`config.mk`:
```
export PLATFORM = sky130hd
export DESIGN_NAME = instr_fetch_unit
export DESIGN_NICKNAME = d
export VERILOG_FILES = /design/src/rtl/rv_ctrl_pkg.sv /design/src/rtl/ifu_fifo.sv /design/src/rtl/instr_fetch_unit.sv
export SDC_FILE = /design/constraint.sdc
export NUM_CORES = 1
export LEC_CHECK = 0
export BUFFER_PORTS_ARGS = -buffer_cell sky130_fd_sc_hd__clkbuf_2
export CAP_MARGIN = 25
export CORE_AREA = 2 2 94 187
export CTS_CLUSTER_SIZE = 25
export DETAILED_ROUTE_END_ITERATION = 8
export DIE_AREA = 0 0 96 189
export MAX_ROUTING_LAYER = met4
export PLACE_DENSITY = 0.79
export SYNTH_ARGS = -nofsm -noshare
export SYNTH_HDL_FRONTEND = slang
export SYNTH_SLANG_ARGS = --single-unit
```
`constraint.sdc`:
```
create_clock -name clk -period 6.2 [get_ports clk]
set_input_delay 1.55 -clock clk [delete_from_list [all_inputs] [get_ports clk]]
set_output_delay 1.55 -clock clk [all_outputs]
set_load 0.01 [all_outputs]
```
`src/rtl/rv_ctrl_pkg.sv`:
```
// rv_ctrl_pkg: shared control definitions for the RV front end.
// Contents: XLEN, base opcode constants, fetch FSM state encoding,
// and a word-alignment helper used when redirect targets are forced aligned.
package rv_ctrl_pkg;

  localparam int XLEN = 32;

  localparam logic [6:0] LOAD   = 7'b0000011;
  localparam logic [6:0] STORE  = 7'b0100011;
  localparam logic [6:0] OP     = 7'b0110011;
  localparam logic [6:0] BRANCH = 7'b1100011;
  localparam logic [6:0] OP_IMM = 7'b0010011;
  localparam logic [6:0] JALR   = 7'b1100111;
  localparam logic [6:0] JAL    = 7'b1101111;

  // IDLE: no request, REQ: request outstanding,
  // DROP: outstanding request whose data is discarded, HALT: fetch stopped.
  typedef enum logic [1:0] {
    IDLE = 2'b00,
    REQ  = 2'b01,
    DROP = 2'b10,
    HALT = 2'b11
  } ifu_state_t;

  function automatic logic [XLEN-1:0] align_word(input logic [XLEN-1:0] a);
    return a & ~32'h0000_0003;
  endfunction

endpackage

```
`src/rtl/ifu_fifo.sv`:
```
// ifu_fifo: generic synchronous FIFO, used as the fetch instruction buffer.
// Latency: a pushed entry is visible on o_head_dat the cycle after the push.
// Backpressure: o_full/o_count report occupancy; a push while full is dropped
// unless a pop happens in the same cycle; i_flush empties the FIFO (wins over push/pop).
// Ports: clk, reset (sync, active-high), i_push/i_push_dat, i_pop, i_flush,
//        o_head_dat, o_full, o_empty, o_count.
module ifu_fifo #(
  parameter int WIDTH = 64,
  parameter int DEPTH = 2
) (
  input  logic                     clk,
  input  logic                     reset,
  input  logic                     i_push,
  input  logic [WIDTH-1:0]         i_push_dat,
  input  logic                     i_pop,
  input  logic                     i_flush,
  output logic [WIDTH-1:0]         o_head_dat,
  output logic                     o_full,
  output logic                     o_empty,
  output logic [$clog2(DEPTH):0]   o_count
);

  localparam int            AW      = $clog2(DEPTH);
  localparam logic [AW:0]   DEPTH_C = (AW+1)'(DEPTH);

  logic [WIDTH-1:0] r_mem [DEPTH];
  logic [AW-1:0]    r_wr_ptr;
  logic [AW-1:0]    r_rd_ptr;
  logic [AW:0]      r_count;
  logic             w_do_push;
  logic             w_do_pop;

  assign o_full     = (r_count == DEPTH_C);
  assign o_empty    = (r_count == '0);
  assign o_count    = r_count;
  assign o_head_dat = r_mem[r_rd_ptr];

  assign w_do_pop  = i_pop && !o_empty;
  assign w_do_push = i_push && (!o_full || w_do_pop);

  always_ff @(posedge clk) begin
    if (reset || i_flush) begin
      r_wr_ptr <= '0;
      r_rd_ptr <= '0;
      r_count  <= '0;
    end else begin
      if (w_do_push) r_wr_ptr <= r_wr_ptr + 1'b1;
      if (w_do_pop)  r_rd_ptr <= r_rd_ptr + 1'b1;
      r_count <= r_count + {{AW{1'b0}}, w_do_push} - {{AW{1'b0}}, w_do_pop};
    end
  end

  // Storage is not reset; the head is only meaningful while o_empty is low.
  always_ff @(posedge clk) begin
    if (w_do_push) r_mem[r_wr_ptr] <= i_push_dat;
  end

endmodule

```
`src/rtl/instr_fetch_unit.sv`:
```
// instr_fetch_unit: single-outstanding instruction fetch with a small decode buffer.
// Latency: an acked word is on instr/instr_valid the cycle after imem_ack; zero-wait memory sustains 1/cycle.
// Backpressure: no new request is issued unless a buffer entry is free; instr_ready pops the head.
// Ports: clk, reset (sync, active-high); imem_req/imem_addr/imem_ack/imem_rdata memory side;
//        instr_valid/instr_ready/instr/op/instr_pc decode side; redirect/redirect_pc; misalign_err.
// Config: define IFU_MISALIGN_CHECK_EN to halt on a misaligned redirect target
//         (default build forces the target word aligned and misalign_err stays 0).
module instr_fetch_unit
  import rv_ctrl_pkg::*;
#(
  parameter logic [31:0] RESET_PC   = 32'h0000_0000,
  parameter int          FIFO_DEPTH = 2
) (
  input  logic        clk,
  input  logic        reset,
  output logic        imem_req,
  output logic [31:0] imem_addr,
  input  logic        imem_ack,
  input  logic [31:0] imem_rdata,
  output logic        instr_valid,
  input  logic        instr_ready,
  output logic [31:0] instr,
  output logic [6:0]  op,
  output logic [31:0] instr_pc,
  input  logic        redirect,
  input  logic [31:0] redirect_pc,
  output logic        misalign_err
);

  localparam int          AW      = $clog2(FIFO_DEPTH);
  localparam logic [AW:0] DEPTH_C = (AW+1)'(FIFO_DEPTH);

  ifu_state_t      r_state, w_state_nxt;
  logic [XLEN-1:0] r_fetch_pc, w_fetch_pc_nxt;
  logic [XLEN-1:0] r_target, w_target_nxt;
  logic [XLEN-1:0] w_tgt;
  logic            r_misalign, w_misalign_nxt;
  logic            w_bad;
  logic            w_push, w_pop, w_full, w_empty;
  logic [AW:0]     w_count;
  logic [2*XLEN-1:0] w_head;

`ifdef IFU_MISALIGN_CHECK_EN
  assign w_tgt = redirect_pc;
  assign w_bad = (redirect_pc[1:0] != 2'b00);
`else
  assign w_tgt = align_word(redirect_pc);
  assign w_bad = 1'b0;
`endif

  // Outputs are gated by reset so they hold their reset values for the whole reset window.
  assign imem_req     = !reset && ((r_state == REQ) || (r_state == DROP));
  assign imem_addr    = reset ? RESET_PC : r_fetch_pc;
  assign instr_valid  = !reset && !w_empty;
  assign instr        = instr_valid ? w_head[XLEN-1:0] : '0;
  assign instr_pc     = instr_valid ? w_head[2*XLEN-1:XLEN] : '0;
  assign op           = instr[6:0];
  assign misalign_err = !reset && r_misalign;
  assign w_pop        = instr_valid && instr_ready;

  always_comb begin
    w_state_nxt    = r_state;
    w_fetch_pc_nxt = r_fetch_pc;
    w_target_nxt   = r_target;
    w_misalign_nxt = r_misalign;
    w_push         = 1'b0;
    case (r_state)
      IDLE: begin
        if (redirect && w_bad) begin
          w_misalign_nxt = 1'b1;
          w_state_nxt    = HALT;
        end else if (redirect) begin
          w_fetch_pc_nxt = w_tgt;
          w_state_nxt    = REQ;
        end else if (!w_full) begin
          w_state_nxt = REQ;
        end
      end
      REQ: begin
        if (redirect && w_bad) begin
          w_misalign_nxt = 1'b1;
          w_state_nxt    = HALT;
        end else if (redirect && imem_ack) begin
          // Acked word belongs to the old path: drop it, go straight to the target.
          w_fetch_pc_nxt = w_tgt;
        end else if (redirect) begin
          // Address must stay stable until the ack, so park the target.
          w_target_nxt = w_tgt;
          w_state_nxt  = DROP;
        end else if (imem_ack) begin
          w_push         = 1'b1;
          w_fetch_pc_nxt = r_fetch_pc + 32'd4;
          // Keep requesting only if the entry for the next ack is guaranteed.
          w_state_nxt    = (w_pop || ((w_count + 1'b1) < DEPTH_C)) ? REQ : IDLE;
        end
      end
      DROP: begin
        if (redirect && w_bad) begin
          w_misalign_nxt = 1'b1;
          w_state_nxt    = HALT;
        end else if (imem_ack) begin
          w_fetch_pc_nxt = redirect ? w_tgt : r_target;
          w_state_nxt    = REQ;
        end else if (redirect) begin
          w_target_nxt = w_tgt;
        end
      end
      HALT: begin
        w_state_nxt = HALT;
      end
      default: w_state_nxt = IDLE;
    endcase
  end

  always_ff @(posedge clk) begin
    if (reset) begin
      r_state    <= IDLE;
      r_fetch_pc <= RESET_PC;
      r_target   <= RESET_PC;
      r_misalign <= 1'b0;
    end else begin
      r_state    <= w_state_nxt;
      r_fetch_pc <= w_fetch_pc_nxt;
      r_target   <= w_target_nxt;
      r_misalign <= w_misalign_nxt;
    end
  end

  ifu_fifo #(
    .WIDTH (2*XLEN),
    .DEPTH (FIFO_DEPTH)
  ) u_fifo (
    .clk        (clk),
    .reset      (reset),
    .i_push     (w_push),
    .i_push_dat ({r_fetch_pc, imem_rdata}),
    .i_pop      (w_pop),
    .i_flush    (redirect),
    .o_head_dat (w_head),
    .o_full     (w_full),
    .o_empty    (w_empty),
    .o_count    (w_count)
  );

endmodule

```
# [After elaboration in Yosys (flattened, before gate mapping)]
# Memories as Yosys holds them, arrays and structs flattened. A register that Yosys moved wholly into a read port is not among the register bits.
# Index checks and enable logic that the tools add are counted.
# Widths: inputs -> output; s select.
[classes] n_addsub=6 n_lt_le_gt_ge=1 eq_ne=12 muxes=29 n_reduce_logical=20
[ops] operator="$mux 32" count=11
[ops] operator="$pmux 32 s3" count=1
[ops] operator="$pmux 32 s2" count=1
[ops] operator="$add 32x3->32 const B" count=1
[ops] operator="$mux 2" count=6
[ops] operator="$mux 1" count=9
[ops] operator="$ne 2x2->1 const B" count=4
[ops] operator="$pmux 2 s4" count=1
[ops] operator="$eq 2x2->1 const B" count=3
[ops] operator="$logic_and 1x1->1" count=6
[ops] operator="$ne 3x2->1 const B" count=2
[ops] operator="$ne 3x3->1 const B" count=2
[ops] operator="$reduce_and 5->1" count=1
[ops] operator="$logic_not 2->1" count=2
[ops] operator="$logic_or 1x1->1" count=4
[ops] operator="$reduce_and 4->1" count=1
[ops] operator="$logic_not 1->1" count=3
[ops] operator="$reduce_and 3->1" count=1
[ops] operator="$reduce_bool 3->1" count=1
[ops] operator="$add 1x1->1 const B" count=2
[ops] operator="$add 2x1->2" count=1
[ops] operator="$add 2x1->2 const B" count=1
[ops] operator="$eq 2x1->1 const B" count=1
[ops] operator="$lt 2x2->1 const B" count=1
[ops] operator="2 further kinds" count=2
[totals] register_bits=70 ram_bits=128 inputBits=69 out_inout_bits=106 wordCells=75 n_memories=1
[mem_list] memory="u_fifo.r_mem" words=2 word_bits=64 read_ports=1 rd_ports_with_merged_regs=1 wr=1 line="ifu_fifo.sv:26" source="logic [WIDTH-1:0] r_mem [DEPTH];"

# [Depth between registers and ports, before layout]
# Gate-level depths: netlist of the first run.
[logic_depth] depth_word=10 depth_mapped=12 mapped_depth_nobuf=12

# [Modules after synthesis]
# A second synthesis of the first run with hierarchy kept.
[hier_totals] cells_unflattened=889 area_unflattened_um2=9760.6
[by_module_without_submodules] mod="instr_fetch_unit" n_inst=1 cells_per_inst=657 area_each_um2=4902.2 seq_area_each_um2=1321.3
[by_module_without_submodules] mod="ifu_fifo" n_inst=1 cells_per_inst=232 area_each_um2=4858.4 seq_area_each_um2=3943.8

# [Worst setup path after synthesis of the first run]
# OpenSTA, ideal clock, no wires.
[synth_path] path_kind="input to register" from="input port reset" to="memory u_fifo.r_mem[0][0], enable pin" setup_time_ns=0.494 t_arrival_ns=5.301 required_time_ns=5.706 slack_ns=0.405 cell_stages=5 n_path_buf=0 path_cell_list="or2_2 -> inv_1 -> nand2_1 -> a211oi_2 -> nor2b_1"
[synth_via] elab_chain_len=8
[synth_rtl] element="from (decl)" line="instr_fetch_unit.sv:15" source="input logic reset,"
[synth_rtl] element="$logic_not 1->1" line="instr_fetch_unit.sv:54" source="assign instr_valid = !reset && !w_empty;"
[synth_rtl] element="$logic_and 1x1->1" line="instr_fetch_unit.sv:54"
[synth_rtl] element="via instr_valid" line="instr_fetch_unit.sv:20" source="output logic instr_valid,"
[synth_rtl] element="$logic_and 1x1->1" line="instr_fetch_unit.sv:59" source="assign w_pop = instr_valid && instr_ready;"
[synth_rtl] element="$logic_and 1x1->1" line="ifu_fifo.sv:38" source="assign w_do_pop = i_pop && !o_empty;"
[synth_rtl] element="$logic_or 1x1->1" line="ifu_fifo.sv:39" source="assign w_do_push = i_push && (!o_full || w_do_pop);"
[synth_rtl] element="$logic_and 1x1->1" line="ifu_fifo.sv:39"
[synth_rtl] element="via u_fifo.w_do_push" line="ifu_fifo.sv:30" source="logic w_do_push;"
[synth_rtl] element="$mux 1" line="ifu_fifo.sv:55" source="if (w_do_push) r_mem[r_wr_ptr] <= i_push_dat;"
[synth_rtl] element="$mux 1 (implied by the code)" line="ifu_fifo.sv:55"
[synth_rtl] element="to (decl)" line="ifu_fifo.sv:26"
# The timed path passes the listed nets, and every way through them passes these cells.

# [Worst setup path in the final report of the first run]
[layout_path] from="input port reset" to="output port instr[6]"
[layout_via] elab_chain_len=3
[layout_rtl] element="$logic_not 1->1" line="instr_fetch_unit.sv:54"
[layout_rtl] element="$logic_and 1x1->1" line="instr_fetch_unit.sv:54"
[layout_rtl] element="$mux 32" line="instr_fetch_unit.sv:55" source="assign instr = instr_valid ? w_head[XLEN-1:0] : '0;"
[layout_rtl] element="to (decl)" line="instr_fetch_unit.sv:22" source="output logic [31:0] instr,"
# No other way between the ends.

==> impl_metrics.py, run 1 <==
metrics = {
    "logic_synthesis": {
        "ys_seq_area_share_pct": 57.2,
        "synth_seq_cells": 199,
        "yosys.area.top_type_share_pct": 41.7,
        "synth-edff-count": 128,
        "syn-num-nets": 935,
        "syn_inst": 857,
        "synth_area_um2": 9210,
        "yosys_warnings": 0,
        "ys.flop_type": "edfxtp_1",
        "synth.distinct_cells": 73,
        "synth_area_per_cell_um2": 10.7,
        "ys_async_sr_fraction_pct": 0,
        "synth_top_cells_by_area": "edfxtp_1 42%, dfxtp_1 15%, mux2i_1 7.3%",
        "yosysTopAreaCell": "edfxtp_1",
    },
    "final_layout": {
        "syn2layout_area_growth_pct": 16.9,
        "final_cell_mix": "171 x clkbuf_2, 128 x edfxtp_1, 104 x nor2_1",
        "diodes": 0,
        "drive_gt1_share_pct": 23.2,
        "layout_commonest_cell": "clkbuf_2",
        "final_cells": 1213,
        "fin_nets": 1071,
    },
    "flow_run": {
        "cap_violations": 0,
    },
    "sta": {
        "whs_ns": 0.454,
        "slew_headroom_pct": 41.0,
        "drv_slew": 0,
        "worst_pin_slew_ns": 0.879,
        "fin_crit_sh_pct": 78.0,
        "period_needed_ns": 4.84,
        "finalSetupViolCount": 0,
        "rsz0062_at_grt": "no",
        "fin_tns_setup_ns": 0,
        "max_freq_ghz": 0.207,
        "hold_viol_final": 0,
        "layout_setup_ws_ns": 1.36,
        "finClkSkew_ns": 0.00899,
    },
    "clock_tree": {
        "insertion_delay_ns": 0.43,
        "post_cts_buffers": 0,
        "clk_pin_slew_ns": 0.06,
        "cts_buffers": 17,
        "clockRootBuffer": "clkbuf_16",
        "ctsHoldBuffers": 0,
        "cts.sinks": 199,
        "cts.htree.levels": 4,
        "ctsResizeCount": 0,
        "clock_path_buffers": 2,
        "cts_tree": "yes",
    },
    "setup_path": {
        "worstSetupStartpointType": "input port",
        "critPathArrivalTime_ns": 3.29,
        "criticalPathCategory": "in2out",
        "r2r_start": "u_fifo.o_count[1]",
        "cp.required_ns": 4.65,
        "critPathCaptureType": "primary output",
        "crit_slowest_cell": "or2_2",
        "r2r_cells": 8,
        "crit_fanout": 38,
        "crit_chain": "buf_2 > or2_2 > buf_4 > nor2_1 > clkbuf_2",
        "r2r_slack_ns": 2.96,
        "slowest_delay_ns": 0.55,
        "r2r-end": "u_fifo.r_mem[0][3]",
    },
    "power": {
        "p_int_w": 0.00239,
        "p_clk_share_pct": 35.0,
        "p_total_w": 0.00328,
        "p_leak_nw": 3.99,
        "swShare_pct": 27.3,
        "switchingPower_w": 0.000895,
        "powerDensity_nw_per_um2": 305,
        "combinationalPowerShare_pct": 15.7,
        "ir_worst_vdd_mv": 0.199,
        "power.share.sequential_pct": 49.3,
    },
    "placed_design": {
        "place.port_buffers": 171,
        "dp_hpwl_um": 15600,
        "dp.cells": 1181,
        "routabilityCongestion": 0.903,
        "post-place-ws_ns": 1.31,
    },
    "detailed_routing": {
        "via_count": 6978,
        "route.detailed.drc": 0,
        "avgViaCountPerCell": 5.75,
        "avgRoutedWirePerCell_um": 17.7,
        "drt_iter0_drc": 398,
        "drt_pass1_iterations": 5,
        "routed_wl_um": 21500,
        "route.antenna.remaining_nets": 0,
    },
    "worst_hold_path": {
        "whs_endpoint": "r_target[4]",
        "min_path_cells": 2,
        "hp-class": "reg2reg",
        "hp-start": "r_target[4]",
    },
    "grt": {
        "grt_overflow": 0,
        "grt_pass1_wl_um": 32800,
        "antenna_found_initial": 0,
        "grt_max_degree": 73,
        "grt_pass1_vias": 6637,
        "track_usage_pct": 24.3,
    },
    "floorplanning": {
        "die_w_um": 96,
        "dieHeight_um": 189,
        "initial_core_util_pct": 55.2,
        "num_io_pins": 175,
        "core_area_um2": 16700,
        "rows": 67,
        "dieArea_um2": 18100,
    },
    "status": {
        "status": "complete, no violations",
    },
}
final cells by class:
| cell class | instances | area (um^2) |
|---|---|---|
| clock buffer | 26 | 564 |
| clock inverter | 6 | 73.8 |
| fill | 1386 | 5920 |
| inverter | 21 | 78.8 |
| multi-input combinational | 571 | 3570 |
| sequential | 199 | 5270 |
| tap | 207 | 259 |
| timing repair buffer | 183 | 946 |
cell families after synthesis:
group                    synth area share [%]
AO/OA/AOI/OAI                            12.7
XOR/XNOR                                 1.14
adder cells (fa/ha/maj)                  1.22
buffers and inverters                    4.12
flip-flops                               57.2
multiplexers                             7.41
other                                  0.0407
AND/OR/NAND/NOR                          16.2
power by group through the flow:
stage	Clock, W	Sequential (W)	Combinational [W]
2_1_floorplan	0	0.00160	0.000368
3_3_place_gp	0	0.00164	0.000498
3_5_place_dp	0	0.00165	0.000510
4_1_cts	0.00117	0.00162	0.000512
5_1_grt	0.00122	0.00163	0.000566
6_report	0.00115	0.00162	0.000515
layer usage:
metal | share of wire [%] | GRT usage, % | vias up
li1 | - | - | 3387
met1 | 37 | 25.4 | 3294
met2 | 53 | 42.2 | 238
met3 | 4.6 | 4.38 | 59
met4 | 4.8 | 13.0 | 0
met5 | 0 | - | -
synthesized netlist by cell type (5+ instances only):
library cell,n
nor4_1,6
nor2b_1,26
edfxtp_1,128
nor2_1,104
nand3_1,15
a221o_1,8
o21ai_0,23
a22o_1,9
ha_1,9
buf_1,9
buf_2,18
nand4_1,5
a221oi_1,16
nand2_1,100
a31oi_1,5
buf_4,8
a21oi_1,54
mux2i_1,67
inv_1,20
and3_1,7
a211oi_1,5
nor3_1,17
clkbuf_1,31
dfxtp_1,71
and4_1,5
xnor2_1,9
a21o_1,5
worst max-delay path by stage:
stage	end	slack, ns	startpoint
after global placement	instr[5]	1.34	reset
after floorplan	u_fifo.r_mem[0][0]	0.40	reset
after global routing	op[2]	1.18	reset
final	instr[6]	1.36	reset
after detailed placement	instr[6]	1.31	reset
after CTS	instr[6]	1.32	reset
worst max-delay path, delay by kind of cell:
family | cells | cell delay, ns
AND/OR/NAND/NOR | 2 | 0.67
buffers and inverters | 3 | 1.04
per-stage QoR:
| stage | cell area [um^2] | utilization [%] |
|---|---|---|
| global route | 10800 | 64.5 |
| finish | 10800 | 64.5 |
| detailed placement | 10100 | 60.7 |
| floorplan | 9210 | - |
| CTS | 10800 | 64.5 |
| global placement | 10100 | 60.7 |
flip-flops by register name (all words and copies together), names as in the netlist, named ones only:
register         count
u_fifo.r_mem       128
r_fetch_pc          32
r_target            32
r_state              2
u_fifo.o_count       2
u_fifo.r_rd_ptr      1
u_fifo.r_wr_ptr      1
No activity file was read; power rests on OpenSTA's default activity.
==> run 2: changes to the inputs <==
--- a/config.mk
+++ b/config.mk
@@ -7,12 +7,12 @@
 export LEC_CHECK = 0
 export BUFFER_PORTS_ARGS = -buffer_cell sky130_fd_sc_hd__clkbuf_2
 export CAP_MARGIN = 25
-export CORE_AREA = 2 2 94 187
+export CORE_AREA = 2 2 99 197
 export CTS_CLUSTER_SIZE = 25
 export DETAILED_ROUTE_END_ITERATION = 8
-export DIE_AREA = 0 0 96 189
+export DIE_AREA = 0 0 101 199
 export MAX_ROUTING_LAYER = met4
-export PLACE_DENSITY = 0.79
+export PLACE_DENSITY = 0.75
 export SYNTH_ARGS = -nofsm -noshare
 export SYNTH_HDL_FRONTEND = slang
 export SYNTH_SLANG_ARGS = --single-unit
==> constraint.sdc (replaced) <==
create_clock -name clk -period 4.4 [get_ports clk]
set_input_delay 1.1 -clock clk [delete_from_list [all_inputs] [get_ports clk]]
set_output_delay 1.1 -clock clk [all_outputs]
set_load 0.01 [all_outputs]
==> run 2 against run 1 <==
  * Largest power group unchanged
  * Flip-flop and latch count stayed put
  * Critical path depth grew 1
  * Die area rose by 11%
  * Sequential share of layout area decreased by 0.28 points
  * Cell area increased by 0.58%
==> impl_metrics.py, run 2 (synthesis results as in run 1) <==
metrics = {
    "sta": {
        "hold_viol_final": 0,
        "whs_ns": 0.455,
        "fin_tns_setup_ns": 0,
        "drv_slew": 0,
        "rsz0062_at_grt": "no",
        "finClkSkew_ns": 0.0111,
        "slew_headroom_pct": 39.6,
        "worst_pin_slew_ns": 0.902,
        "finalSetupViolCount": 0,
        "max_freq_ghz": 0.289,
        "fin_crit_sh_pct": 78.5,
        "period_needed_ns": 3.46,
    },
    "floorplanning": {
        "dieArea_um2": 20100,
        "num_io_pins": 175,
        "initial_core_util_pct": 49.4,
        "dieHeight_um": 199,
        "die_w_um": 101,
        "core_area_um2": 18700,
        "rows": 71,
    },
    "setup_path": {
        "critPathCaptureType": "primary output",
        "critPathArrivalTime_ns": 2.36,
        "cp.required_ns": 3.30,
        "worstSetupStartpointType": "input port",
        "criticalPathCategory": "in2out",
        "crit_fanout": 45,
    },
    "grt": {
        "grt_pass1_vias": 6669,
        "track_usage_pct": 22.5,
        "grt_pass1_wl_um": 33900,
        "grt_max_degree": 101,
        "grt_overflow": 0,
        "antenna_found_initial": 1,
    },
    "placed_design": {
        "place.port_buffers": 171,
        "routabilityCongestion": 0.857,
        "dp_hpwl_um": 15700,
    },
    "flow_run": {
        "cap_violations": 0,
    },
    "power": {
        "powerDensity_nw_per_um2": 421,
        "p_leak_nw": 3.99,
        "ir_worst_vdd_mv": 0.239,
    },
    "final_layout": {
        "largest_reg_flops": 128,
        "fin_nets": 1079,
        "syn2layout_area_growth_pct": 17.6,
        "fill_cells": 1605,
        "drive_gt1_share_pct": 23.1,
        "layout_commonest_cell": "clkbuf_2",
        "largest-register": "u_fifo.r_mem",
        "reg.largest.list": "u_fifo.r_mem (128), r_fetch_pc (32), r_target (32)",
        "final_cell_mix": "170 x clkbuf_2, 128 x edfxtp_1, 104 x nor2_1",
    },
    "detailed_routing": {
        "via_count": 6962,
        "avgRoutedWirePerCell_um": 18.0,
        "route.antenna.remaining_nets": 0,
        "drt_pass1_iterations": 5,
        "avgViaCountPerCell": 5.64,
        "routed_wl_um": 22200,
        "route.detailed.drc": 0,
        "drt_iter0_drc": 411,
    },
    "clock_tree": {
        "clock_path_buffers": 2,
        "post_cts_buffers": 0,
        "cts.htree.levels": 4,
        "ctsHoldBuffers": 0,
        "ctsResizeCount": 0,
        "clk_pin_slew_ns": 0.07,
        "cts_tree": "yes",
        "cts_buffers": 17,
        "cts.sinks": 199,
        "clockRootBuffer": "clkbuf_16",
        "insertion_delay_ns": 0.44,
    },
    "status": {
        "status": "complete, no violations",
    },
    "worst_hold_path": {
        "hp-class": "reg2reg",
    },
}
-- run 2: report_power, final --
| group | internal, W | total [W] | switching (W) |
|---|---|---|---|
| logic | 0.000298 | 0.000748 | 0.000451 |
| clock network | 0.000887 | 0.00153 | 0.000639 |
| registers | 0.00213 | 0.00228 | 0.000154 |
| total | 0.00331 | 0.00456 | 0.00124 |
-- run 2: final timing paths --
check,from,end,slack [ns],cells after the start
max,reset,instr[3],0.94,6
max reg2reg,r_state[0],r_fetch_pc[6],1.36,7
min,r_target[21],r_target[21],0.46,2
min reg2reg,r_target[21],r_target[21],0.46,2
-- run 2: layout make-up --
class                      count  area [um^2]  area share, %
antenna                        1         2.50         0.0231
clock buffer                  22          444           4.10
clock inverter                10          129           1.19
inverter                      21         78.8          0.728
multi-input combinational    571         3570           33.0
sequential                   199         5270           48.7
tap                          219          274           2.53
timing repair buffer         191         1060           9.75
-- run 2: metal layers --
metal	vias to the layer above	part of all wire, %	track usage [%]
met5	-	0	-
met4	0	3.4	10.2
met3	48	4.9	4.39
met2	229	55	40.8
met1	3291	36	23.1
li1	3394	-	-
-- run 2: critical path: stages --
cell	delay [ns]
buf_2	0.12
or2_2	0.40
buf_12	0.21
buf_4	0.19
nor2_1	0.14
clkbuf_2	0.15
-- run 2: through the flow --
step                      util, %  cells  worst slack (ns)  total power, W  instance area (um^2)
after global routing         58.0   1234             0.870         0.00475                 10800
after CTS                    57.9   1232             0.725         0.00458                 10800
after floorplan                 -    857             0.271         0.00278                  9210
after global placement       54.8   1200             0.750         0.00304                 10200
after detailed placement     54.8   1200             0.727         0.00306                 10200
final                        58.0   1234             0.945         0.00456                 10800
